$ cat config.mk
export PLATFORM = sky130hd
export DESIGN_NAME = buzz_sched
export DESIGN_NICKNAME = d
export VERILOG_FILES = /design/src/rtl/buzz_pkg.sv /design/src/rtl/buzz_ms_cnt.sv /design/src/rtl/buzz_sched.sv
export SDC_FILE = /design/constraint.sdc
export NUM_CORES = 1
export LEC_CHECK = 0
export BUFFER_PORTS_ARGS = -buffer_cell sky130_fd_sc_hd__buf_2
export CAP_MARGIN = 20
export CORE_MARGIN = 10
export CORE_UTILIZATION = 33
export CTS_CLUSTER_SIZE = 20
export DETAILED_ROUTE_END_ITERATION = 12
export SYNTH_ARGS = -nofsm -noshare
export SYNTH_HDL_FRONTEND = slang
export SYNTH_SLANG_ARGS = --single-unit
$ cat constraint.sdc
create_clock -name clk -period 3.4 [get_ports clk]
set_input_delay 0.34 -clock clk [delete_from_list [all_inputs] [get_ports clk]]
set_output_delay 0.34 -clock clk [all_outputs]
set_load 0.01 [all_outputs]
$ cat src/rtl/buzz_pkg.sv
// Shared definitions for the buzzer scheduler: FSM states, requester indices,
// default pattern timings and small arbitration helpers.
package buzz_pkg;

  typedef enum logic [1:0] {
    IDLE = 2'd0,
    ON   = 2'd1,
    OFF  = 2'd2,
    GAP  = 2'd3
  } state_t;

  localparam int REQ_CLICK = 0;
  localparam int REQ_ERR   = 1;
  localparam int REQ_LONG  = 2;

  localparam int CW_DEF         = 8;
  localparam int CLICK_MS_DEF   = 30;
  localparam int ERR_ON_MS_DEF  = 50;
  localparam int ERR_OFF_MS_DEF = 50;
  localparam int ERR_REPS_DEF   = 3;
  localparam int LONG_MS_DEF    = 200;
  localparam int GAP_MS_DEF     = 20;

  // Fixed priority: the highest requester index wins.
  function automatic logic [1:0] pick_hi(input logic [2:0] p);
    if (p[REQ_LONG])     return 2'(REQ_LONG);
    else if (p[REQ_ERR]) return 2'(REQ_ERR);
    else                 return 2'(REQ_CLICK);
  endfunction

  function automatic logic [2:0] onehot(input logic [1:0] idx);
    return 3'b001 << idx;
  endfunction

endpackage

$ cat src/rtl/buzz_ms_cnt.sv
// Millisecond phase timer: counts tick pulses from a cleared start and flags
// the tick on which the phase of length len ends.
module buzz_ms_cnt import buzz_pkg::*; #(
  parameter int CW = CW_DEF
) (
  input  logic          clk,
  input  logic          rst,
  input  logic          clr,
  input  logic          tick,
  input  logic [CW-1:0] len,
  output logic          done
);

  localparam logic [CW-1:0] ONE = {{(CW-1){1'b0}}, 1'b1};

  logic [CW-1:0] cnt;

  assign done = tick && (cnt == len - ONE);

  // The terminal compare halts the count, so it never wraps.
  always_ff @(posedge clk or negedge rst) begin
    if (!rst)               cnt <= '0;
    else if (clr)           cnt <= '0;
    else if (tick && !done) cnt <= cnt + ONE;
  end

endmodule

$ cat src/rtl/buzz_sched.sv
// Buzzer scheduler: latches request pulses, grants the shared piezo by fixed
// priority and sequences ON/OFF/GAP phases on the 1 kHz tick.
module buzz_sched import buzz_pkg::*; #(
  parameter int CW         = CW_DEF,
  parameter int CLICK_MS   = CLICK_MS_DEF,
  parameter int ERR_ON_MS  = ERR_ON_MS_DEF,
  parameter int ERR_OFF_MS = ERR_OFF_MS_DEF,
  parameter int ERR_REPS   = ERR_REPS_DEF,
  parameter int LONG_MS    = LONG_MS_DEF,
  parameter int GAP_MS     = GAP_MS_DEF
) (
  input  logic       clk,
  input  logic       rst,
  input  logic       tick1k,
  input  logic [2:0] req,
  input  logic       mute,
  output logic       buzz,
  output logic [2:0] grant,
  output logic       busy
);

  localparam logic [1:0] LAST_BEEP = 2'(ERR_REPS - 1);

  state_t        state, state_d;
  logic [2:0]    pend, pend_d;
  logic [1:0]    act, act_d;
  logic [1:0]    beep, beep_d;
  logic          restart_q, restart_d;
  logic          restart;
  logic          clr;
  logic          done;
  logic [2:0]    gnt_clr;
  logic [2:0]    act_mask;
  logic [CW-1:0] len;

  buzz_ms_cnt #(.CW(CW)) u_ms_cnt (
    .clk  (clk),
    .rst  (rst),
    .clr  (clr),
    .tick (tick1k),
    .len  (len),
    .done (done)
  );

  assign act_mask = (state == ON || state == OFF) ? onehot(act) : 3'b000;
  // A pulse landing on the grant cycle is replayed as a restart one cycle later.
  assign restart  = !mute && (((req & act_mask) != 3'b000) || restart_q);

  always_ff @(posedge clk or negedge rst) begin
    if (!rst) begin
      state     <= IDLE;
      pend      <= '0;
      act       <= '0;
      beep      <= '0;
      restart_q <= 1'b0;
      buzz      <= 1'b0;
    end else begin
      state     <= state_d;
      pend      <= pend_d;
      act       <= act_d;
      beep      <= beep_d;
      restart_q <= restart_d;
      buzz      <= (state_d == ON);
    end
  end

  always_comb begin
    state_d = state;
    act_d   = act;
    beep_d  = beep;
    clr     = 1'b0;
    gnt_clr = '0;
    if (mute) begin
      state_d = IDLE;
      beep_d  = '0;
      clr     = 1'b1;
    end else begin
      case (state)
        IDLE: begin
          clr    = 1'b1;
          beep_d = '0;
          if (pend != 3'b000) begin
            state_d = ON;
            act_d   = pick_hi(pend);
            gnt_clr = onehot(act_d);
          end
        end
        ON: begin
          if (restart) begin
            clr    = 1'b1;
            beep_d = '0;
          end else if (done) begin
            clr     = 1'b1;
            state_d = (act == 2'(REQ_ERR) && beep < LAST_BEEP) ? OFF : GAP;
          end
        end
        OFF: begin
          if (restart) begin
            state_d = ON;
            clr     = 1'b1;
            beep_d  = '0;
          end else if (done) begin
            state_d = ON;
            clr     = 1'b1;
            beep_d  = beep + 2'd1;
          end
        end
        GAP: begin
          if (done) begin
            state_d = IDLE;
            clr     = 1'b1;
          end
        end
        default: state_d = IDLE;
      endcase
    end
    // The active requester's own pulses restart it rather than queueing.
    pend_d    = mute ? 3'b000 : ((pend & ~gnt_clr) | (req & ~act_mask & ~gnt_clr));
    restart_d = !mute && ((req & gnt_clr) != 3'b000);
  end

  always_comb begin
    busy  = (state != IDLE);
    grant = act_mask;
    case (state)
      ON: begin
        if (act == 2'(REQ_LONG))     len = CW'(LONG_MS);
        else if (act == 2'(REQ_ERR)) len = CW'(ERR_ON_MS);
        else                         len = CW'(CLICK_MS);
      end
      OFF:     len = CW'(ERR_OFF_MS);
      default: len = CW'(GAP_MS);
    endcase
  end

endmodule

-- Word-level counts from Yosys, hierarchy flattened
Index checks and enable logic that the tools add are counted.
- add/subtract/negate cells: 3
- $lt $le $gt $ge: 1
- eq/ne operators: 9
- shift operators: 2
- mux-type cells: 33
- bitwise operators: 9
- reductions and logical operators: 19
- operators with widths (kind ; number):
    $mux 2 ; 15
    $mux 8 ; 3
    $pmux 8 s2 ; 1
    $and 3x3->3 ; 5
    $mux 3 ; 5
    $reduce_bool 3->1 ; 3
    $add 8x1->8 const B ; 1
    $eq 8x8->1 ; 1
    $pmux 2 s4 ; 1
    $sub 8x1->8 const B ; 1
    $eq 2x1->1 const B ; 3
    $eq 2x2->1 const B ; 3
    $mux 6 ; 1
    $not 3->3 ; 2
    $pmux 2 s3 ; 1
    $reduce_and 3->1 ; 2
    $shl 1x2->3 const A ; 2
    $logic_and 1x1->1 ; 5
    $mux 1 ; 5
    $ne 4x3->1 const B ; 1
    $reduce_bool 2->1 ; 2
    $reduce_bool 4->1 ; 1
    $ne 3x3->1 const B ; 1
    $or 3x3->3 ; 1
    8 further kinds ; 10
- flip-flop bits (word level): 19
- input port bits: 7
- output and inout bits: 5
- logic and storage cells: 83

-- Logic depth before layout (Yosys ltp)
Gate-level depths: netlist (run 1).
- depth after elaboration: 13
- gate-level depth with buffers: 15
- depth with buffers taken out: 13

-- Modules after synthesis
Synthesis (run 1) repeated with hierarchy kept, for this count alone.
- cells, all modules: 190
- area, all modules: 1606.5 sq um
- by module, submodules not included (module ; instances ; cells an instance ; area an instance (sq um) ; seq. area each (sq um)):
    buzz_sched ; 1 ; 104 ; 874.6 ; 275.3
    buzz_ms_cnt ; 1 ; 86 ; 732.0 ; 200.2

-- Worst setup path after synthesis (run 1)
OpenSTA, ideal clock, no wires.
- kind: register to register
- start point: reg state[0]
- end point: reg beep[0]
- library setup time: 0.127 ns
- arrival time: 3.561 ns
- data required time: 3.273 ns
- slack: -0.289 ns
- cell stages (with the launch flop): 15
- buffers on the path: 2
- period minus slack after synthesis: 3.689 ns
- cells stage by stage: dfrtp_1 -> inv_1 -> ha_1 -> buf_4 -> o21ai_2 -> ha_1 -> xnor2_1 -> o211ai_1 -> a21oi_1 -> or4b_4 -> or4b_1 -> buf_2 -> a211oi_1 -> or3_1 -> mux2_1
- word-level cells in the longest chain between the ends: 10
- elaborated cells between the ends (all ways): 20
- RTL lines (item ; RTL line ; text):
    start, declared ; buzz_sched.sv:24 ; state_t state, state_d;
    start signal, assigned ; buzz_sched.sv:58 ; state <= state_d;
    branches (longest 10 deep; another with $sub 8x1->8) ; n/a ;
    end signal, assigned ; buzz_sched.sv:61 ; beep <= beep_d;
    end, declared ; buzz_sched.sv:27 ; logic [1:0] beep, beep_d;
Several ways; the timed one is not identified.
A chain may end at the register's enable or synchronous reset.

-- Worst setup path in the final report (run 1)
- start point: reg state[1]
- end point: reg beep[0]
The elaborated chain is that of the path after synthesis.

==> results of run 1 <==
through the flow:
stage          cells  hold slack [ns]  TNS (ns)  area [µm²]
2_1_floorplan    177           0.0444    -0.162        1600
6_report         267           0.0176         0        2000
5_1_grt          267           0.0489    -0.566        2000
3_3_place_gp     258            0.316    -0.193        1850
3_5_place_dp     258            0.316    -0.413        1850
4_1_cts          263           0.0279   -0.0377        1920
report_power, final:
group          switching (mW)  internal [mW]  total (mW)
Combinational           0.277          0.281       0.558
Sequential             0.0226          0.250       0.273
Clock                  0.0821         0.0835       0.166
kinds of logic (layout without fill, tap and decap cells):
| kind of cell | count (synthesis) | in the layout | share of synthesized area [%] |
|---|---|---|---|
| AND/OR/NAND/NOR | 72 | 72 | 25.8 |
| AO/OA/AOI/OAI | 43 | 43 | 20.1 |
| flip-flops | 19 | 19 | 31.2 |
| buffers and inverters | 18 | 56 | 5.50 |
| adder cells (fa/ha/maj) | 11 | 11 | 9.02 |
| XOR/XNOR | 11 | 11 | 6.32 |
| multiplexers | 3 | 3 | 2.05 |
path summary, 6_finish.rpt:
| path | end | startpoint | slack (ns) |
|---|---|---|---|
| worst min-delay path | pend[1] | rst | 0.02 |
| max in group asynchronous | state[1] | rst | 3.04 |
| min in group clk | restart_q | req[2] | 0.40 |
| worst max-delay path | beep[0] | state[1] | 0.008 |
| worst min register to register | beep[1] | beep[1] | 0.53 |
| worst max register to register | beep[0] | state[1] | 0.008 |
per-layer routing:
| metal | GRT usage (%) | wire [µm] | vias up |
|---|---|---|---|
| met5 | 0 | 0 | - |
| met4 | 3.48 | 38 | 0 |
| met3 | 1.76 | 182 | 4 |
| met2 | 15.1 | 1750 | 31 |
| met1 | 13.8 | 1770 | 628 |
| li1 | - | - | 708 |
repair_timing:
action,in CTS,in global routing
resized for setup,4,8
setup endpoints to repair,4,13
pin swaps,3,4
setup buffers,1,4
flip-flops by register name, indices dropped and copies added (netlist names):
register and flops:
act 2, beep 2, buzz 1, pend 3, restart_q 1, state 2, u_ms_cnt.cnt 8
critical path, cell delays in order (launching register included):
cell and delay [ns]:
dfrtp_2 0.43, inv_2 0.09, ha_4 0.18, mux2i_4 0.24
inv_2 0.06, ha_4 0.25, xor2_1 0.14, o211ai_1 0.09
a21oi_1 0.11, or4b_4 0.47, or4b_4 0.54, a211oi_4 0.23
or3_1 0.15, mux2_4 0.29
synth_stat cells, drive strengths merged, types with 2 or more instances:
| cell | number |
|---|---|
| a2bb2oi | 3 |
| ha | 11 |
| dfrtp | 19 |
| nand4 | 2 |
| and3 | 3 |
| nand2b | 7 |
| clkbuf | 3 |
| o31ai | 4 |
| nand3 | 4 |
| xnor2 | 7 |
| o211ai | 3 |
| xor2 | 4 |
| buf | 4 |
| or4b | 3 |
| mux2i | 2 |
| o32ai | 2 |
| nor3 | 5 |
| inv | 11 |
| or3 | 2 |
| nand2 | 11 |
| nor2 | 23 |
| nor4 | 4 |
| o21ai | 8 |
| a21o | 3 |
| a211oi | 3 |
| a22oi | 2 |
| and3b | 2 |
| and2 | 4 |
| a21oi | 10 |
area by class of cell:
cell class,instances,area (µm²),share of cell area [%]
multi-input cells,140,1090,54.5
well taps,52,65.1,3.25
inverters,11,41.3,2.07
flip-flops and latches,19,478,23.9
clock buffers,4,45.0,2.25
repair buffers,41,280,14.0
==> metrics.md, run 1 <==
| Metric | Value |
|---|---|
| Final Max Tran Viols | 0 |
| #FFs+latches synth | 19 |
| Initial drt markers | 71 |
| Antenna violations before repair | 0 |
| Top FF cell, synth | dfrtp_1 |
| Syn Inst Count | 177 |
| Pwr Density | 498 mW/mm² |
| Clk_skew | 0.000645 ns |
| Initial Util | 34.6% |
| Area leader, netlist | dfrtp_1 |
| Final nets | 234 |
| Startpoint Class | flip-flop |
| # DRC | 0 |
| Worst-margin pin slew | 0.452 ns |
| Crit path DAT | 3.54 ns |
| Pin count of the biggest net entering global routing | 20 |
| Worst setup EP type | flip-flop |
| FP Rows | 24 |
| Worst-path fanout max | 4 |
| Synth area leaders | dfrtp_1 (31%), ha_1 (9.0%), nor2_1 (5.7%), xnor2_1 (4.0%), a21oi_1 (3.3%) |
| Post-route minimum period | 3.39 ns |
| Post-DP HPWL | 2810 µm |
| DIE WIDTH | 88.0 µm |
| Gr ovfl total | 0 |
| Synth Net Count | 195 |
| Synth unique cells | 47 |
| Layout cells sized above 1 | 34.0% |
| Cell leakage power | 0.937 nW |
| Cts hold-fix bufs | 0 |
| Filler cell count | 419 |
| Fmax | 295 MHz |
| Syn Area/Cell | 8.62 µm² |
| Crit path kind | reg -> reg |
| Cts bufs inserted | 3 |
| HP Class | in -> async |
| Util after Layout | 45.3% |
| Final count of hold timing violations | 0 |
| N_diodes | 0 |
| Via Count | 1371 |
| Power Total | 0.997 mW |
| Area Growth Syn to Fin | 31.1% |
| Final GP Congestion | 0.788 |
| Mapped cell area | 0.00153 mm² |
| First-pass GRT wire length | 6300 µm |
| Register area share after synthesis | 31.2% |
| Commonest non-fill, non-tap cells in the layout | buf_4 (30), nor2_1 (23), dfrtp_1 (17) |
| Slew HR | 69.6% |
| RSZ-0062 raised after global routing | yes |
| CTS tree | yes |
| Post-Route WL | 3740 µm |
| Leading cell type in the layout, fill and taps excluded | buf_4 |
| CTS H-tree depth | 1 |
| Final worst slack | 0.00754 ns |
| Top cell type's share of synthesized area | 31.2% |
| First-pass DRT Iterations | 4 |
| Root Driver | clkbuf_8 |
| Worst Path Required | 3.55 ns |
| Die H | 88.0 µm |
| Total GRT Usage | 10.0% |
| EDFF count, synth | 0 |
| Worst-path clk slew | 0.08 ns |
| Synth Warn # | 0 |
| Max-Cap Viols | 0 |
| CTS Sinks | 19 |
| Place WS | -0.129 ns |
| Clock Latency Late Sink | 0.26 ns |
| Final setup fails | 0 |
| FF-to-FF path depth | 13 |
| Vias in the first global route | 1294 |
| Wire length per cell | 14.0 µm |
| I/O Pins | 12 |
| Final ANT Viol Nets | 0 |
| Core Area | 0.00441 mm² |
| Outcome | finished clean |
| Drt via density | 5.13 |
| Peak supply drop | 214 µV |
| I/O Buffers | 11 |
| Ys async rst share | 100% |
| Clk buf depth | 2 |
| Tcrit/Tclk final | 99.8% |
| DIE AREA | 0.00774 mm² |
Power figures use the tool's default switching activity.
==> run 2, diff against run 1 <==
==> constraint.sdc (replaced) <==
create_clock -name clk -period 3.3 [get_ports clk]
set_input_delay 0.33 -clock clk [delete_from_list [all_inputs] [get_ports clk]]
set_output_delay 0.33 -clock clk [all_outputs]
set_load 0.01 [all_outputs]
==> metrics.md, run 2 (synthesis gave the netlist of run 1 again) <==
| Metric | Value |
|---|---|
| Total GRT Usage | 10.3% |
| Final setup fails | 3 |
| RSZ-0062 raised after global routing | yes |
| Seq. cell area | 478 µm² |
| Placed instance count | 261 |
| Power Total | 1.01 mW |
| Clock Latency Late Sink | 0.26 ns |
| Clk buf depth | 2 |
| Area Growth Syn to Fin | 30.1% |
| Biggest registers after layout | u_ms_cnt.cnt: 8 flops, pend: 3 flops |
| Failing checks | negative setup slack |
| CTS Sinks | 19 |
| Post-route minimum period | 3.45 ns |
| Gr ovfl total | 0 |
| Fmax | 290 MHz |
| Outcome | finished, violations left |
| Final worst slack | -0.150 ns |
| Drt via density | 5.10 |
| Initial drt markers | 54 |
| Routed met1 length | 1920 µm |
| Crit path DAT | 3.59 ns |
| Leading cell type in the layout, fill and taps excluded | buf_4 |
| Clk_skew | 0.00509 ns |
| Wire length per cell | 13.8 µm |
| Pwr Density | 511 mW/mm² |
| Final GP Congestion | 0.902 |
| Pin count of the biggest net entering global routing | 20 |
| Worst-path clk slew | 0.07 ns |
| DIE AREA | 0.00774 mm² |
| WHS | 0.00525 ns |
| CTS H-tree depth | 1 |
| Top layer in use | met4 |
| Top Family by Delay on Critical Path | simple AND/OR/NAND/NOR gates |
| N_diodes | 0 |
| First-pass GRT wire length | 6510 µm |
| Cts bufs inserted | 3 |
| Antenna violations before repair | 0 |
| Post-Route WL | 3700 µm |
| Worst setup EP type | flip-flop |
| Core Area | 0.00441 mm² |
| I/O Buffers | 11 |
| Vias in the first global route | 1378 |
| DIE WIDTH | 88.0 µm |
| Multi-input logic area | 0.00107 mm² |
| Cts hold-fix bufs | 0 |
| Final ANT Viol Nets | 0 |
| Peak supply drop | 439 µV |
| Final nets | 235 |
| Largest Register | u_ms_cnt.cnt |
| Slowest CP cell | or4b_4 |
| Max reg flops | 8 |
| Root Driver | clkbuf_8 |
| Non-Filler Instances | 268 |
| Die H | 88.0 µm |
| Worst Path Required | 3.44 ns |
| Layout cells sized above 1 | 34.7% |
| Startpoint Class | flip-flop |
| Post-DP HPWL | 2870 µm |
| Max incr delay on CP | 0.52 ns |
| Met2 Wirelength | 1670 µm |
| Cell leakage power | 0.941 nW |
| Via Count | 1367 |
| Commonest non-fill, non-tap cells in the layout | buf_4 (31), nor2_1 (23), dfrtp_1 (17) |
| Routed wl met3 | 43 µm |
| FP Rows | 24 |
| HP Class | in -> async |
| Worst-path fanout max | 4 |
| I/O Pins | 12 |
| Slew HR | 70.2% |
| Critical path buffers and inverters | 2 |
| Max-Cap Viols | 0 |
| First-pass DRT Iterations | 4 |
| # DRC | 0 |
| Critical-path cell list | inv_2 -> ha_4 -> mux2i_2 -> inv_2 -> ha_4 -> xor2_1 -> o211ai_1 -> a21oi_1 -> or4b_4 -> or4b_4 -> a211oi_2 -> or3_1 -> mux2_4 |
| Worst-margin pin slew | 0.447 ns |
| Filler cell count | 447 |
| Tcrit/Tclk final | 105% |
| Place WS | -0.215 ns |
| Final count of hold timing violations | 0 |
| CTS tree | yes |
| Initial Util | 34.6% |
| Crit path kind | reg -> reg |
| Final Max Tran Viols | 0 |
## run 2: final timing paths
kind | endpoint | depth (start not counted) | startpoint | slack [ns]
worst min-delay path | pend[1] | 1 | rst | 0.005
max in group asynchronous | state[0] | 1 | rst | 2.96
worst max-delay path | beep[0] | 13 | state[1] | -0.15
min in group clk | pend[0] | 3 | req[0] | 0.40
worst max register to register | beep[0] | 13 | state[1] | -0.15
worst min register to register | beep[1] | 1 | beep[1] | 0.51
## run 2: cell type report
cell class                 count  area share [%]
tap                           52            3.28
timing repair buffer          42            14.5
multi-input combinational    140            53.8
inverter                      11            2.08
clock buffer                   4            2.27
sequential                    19            24.1
## run 2: stage by stage
step	utilization, %	TNS [ns]	instance area (µm²)
after floorplan	-	-0.460	1600
after global placement	42.4	-0.553	1870
after detailed placement	42.4	-0.688	1870
after CTS	44.2	-0.315	1950
after global routing	45.0	-1.35	1980
final	45.0	-0.423	1980
## run 2: metal layers
metal,vias to the layer above,track usage [%]
li1,706,-
met1,641,14.4
met2,15,15.3
met3,5,0.743
met4,0,5.36
met5,-,0
## run 2: what timing repair did
item | CTS | global route
gates resized for setup | 4 | 6
setup endpoints to repair | 5 | 13
buffers inserted | 2 | 1
pin swaps | 2 | 1
## run 2: report_power, final
group          leakage (nW)  total (mW)  switching [mW]  internal, mW
clock                0.0228       0.165          0.0792        0.0859
combinational         0.666       0.569           0.283         0.286
sequential            0.252       0.281          0.0231         0.258
total                 0.941        1.01           0.385         0.629
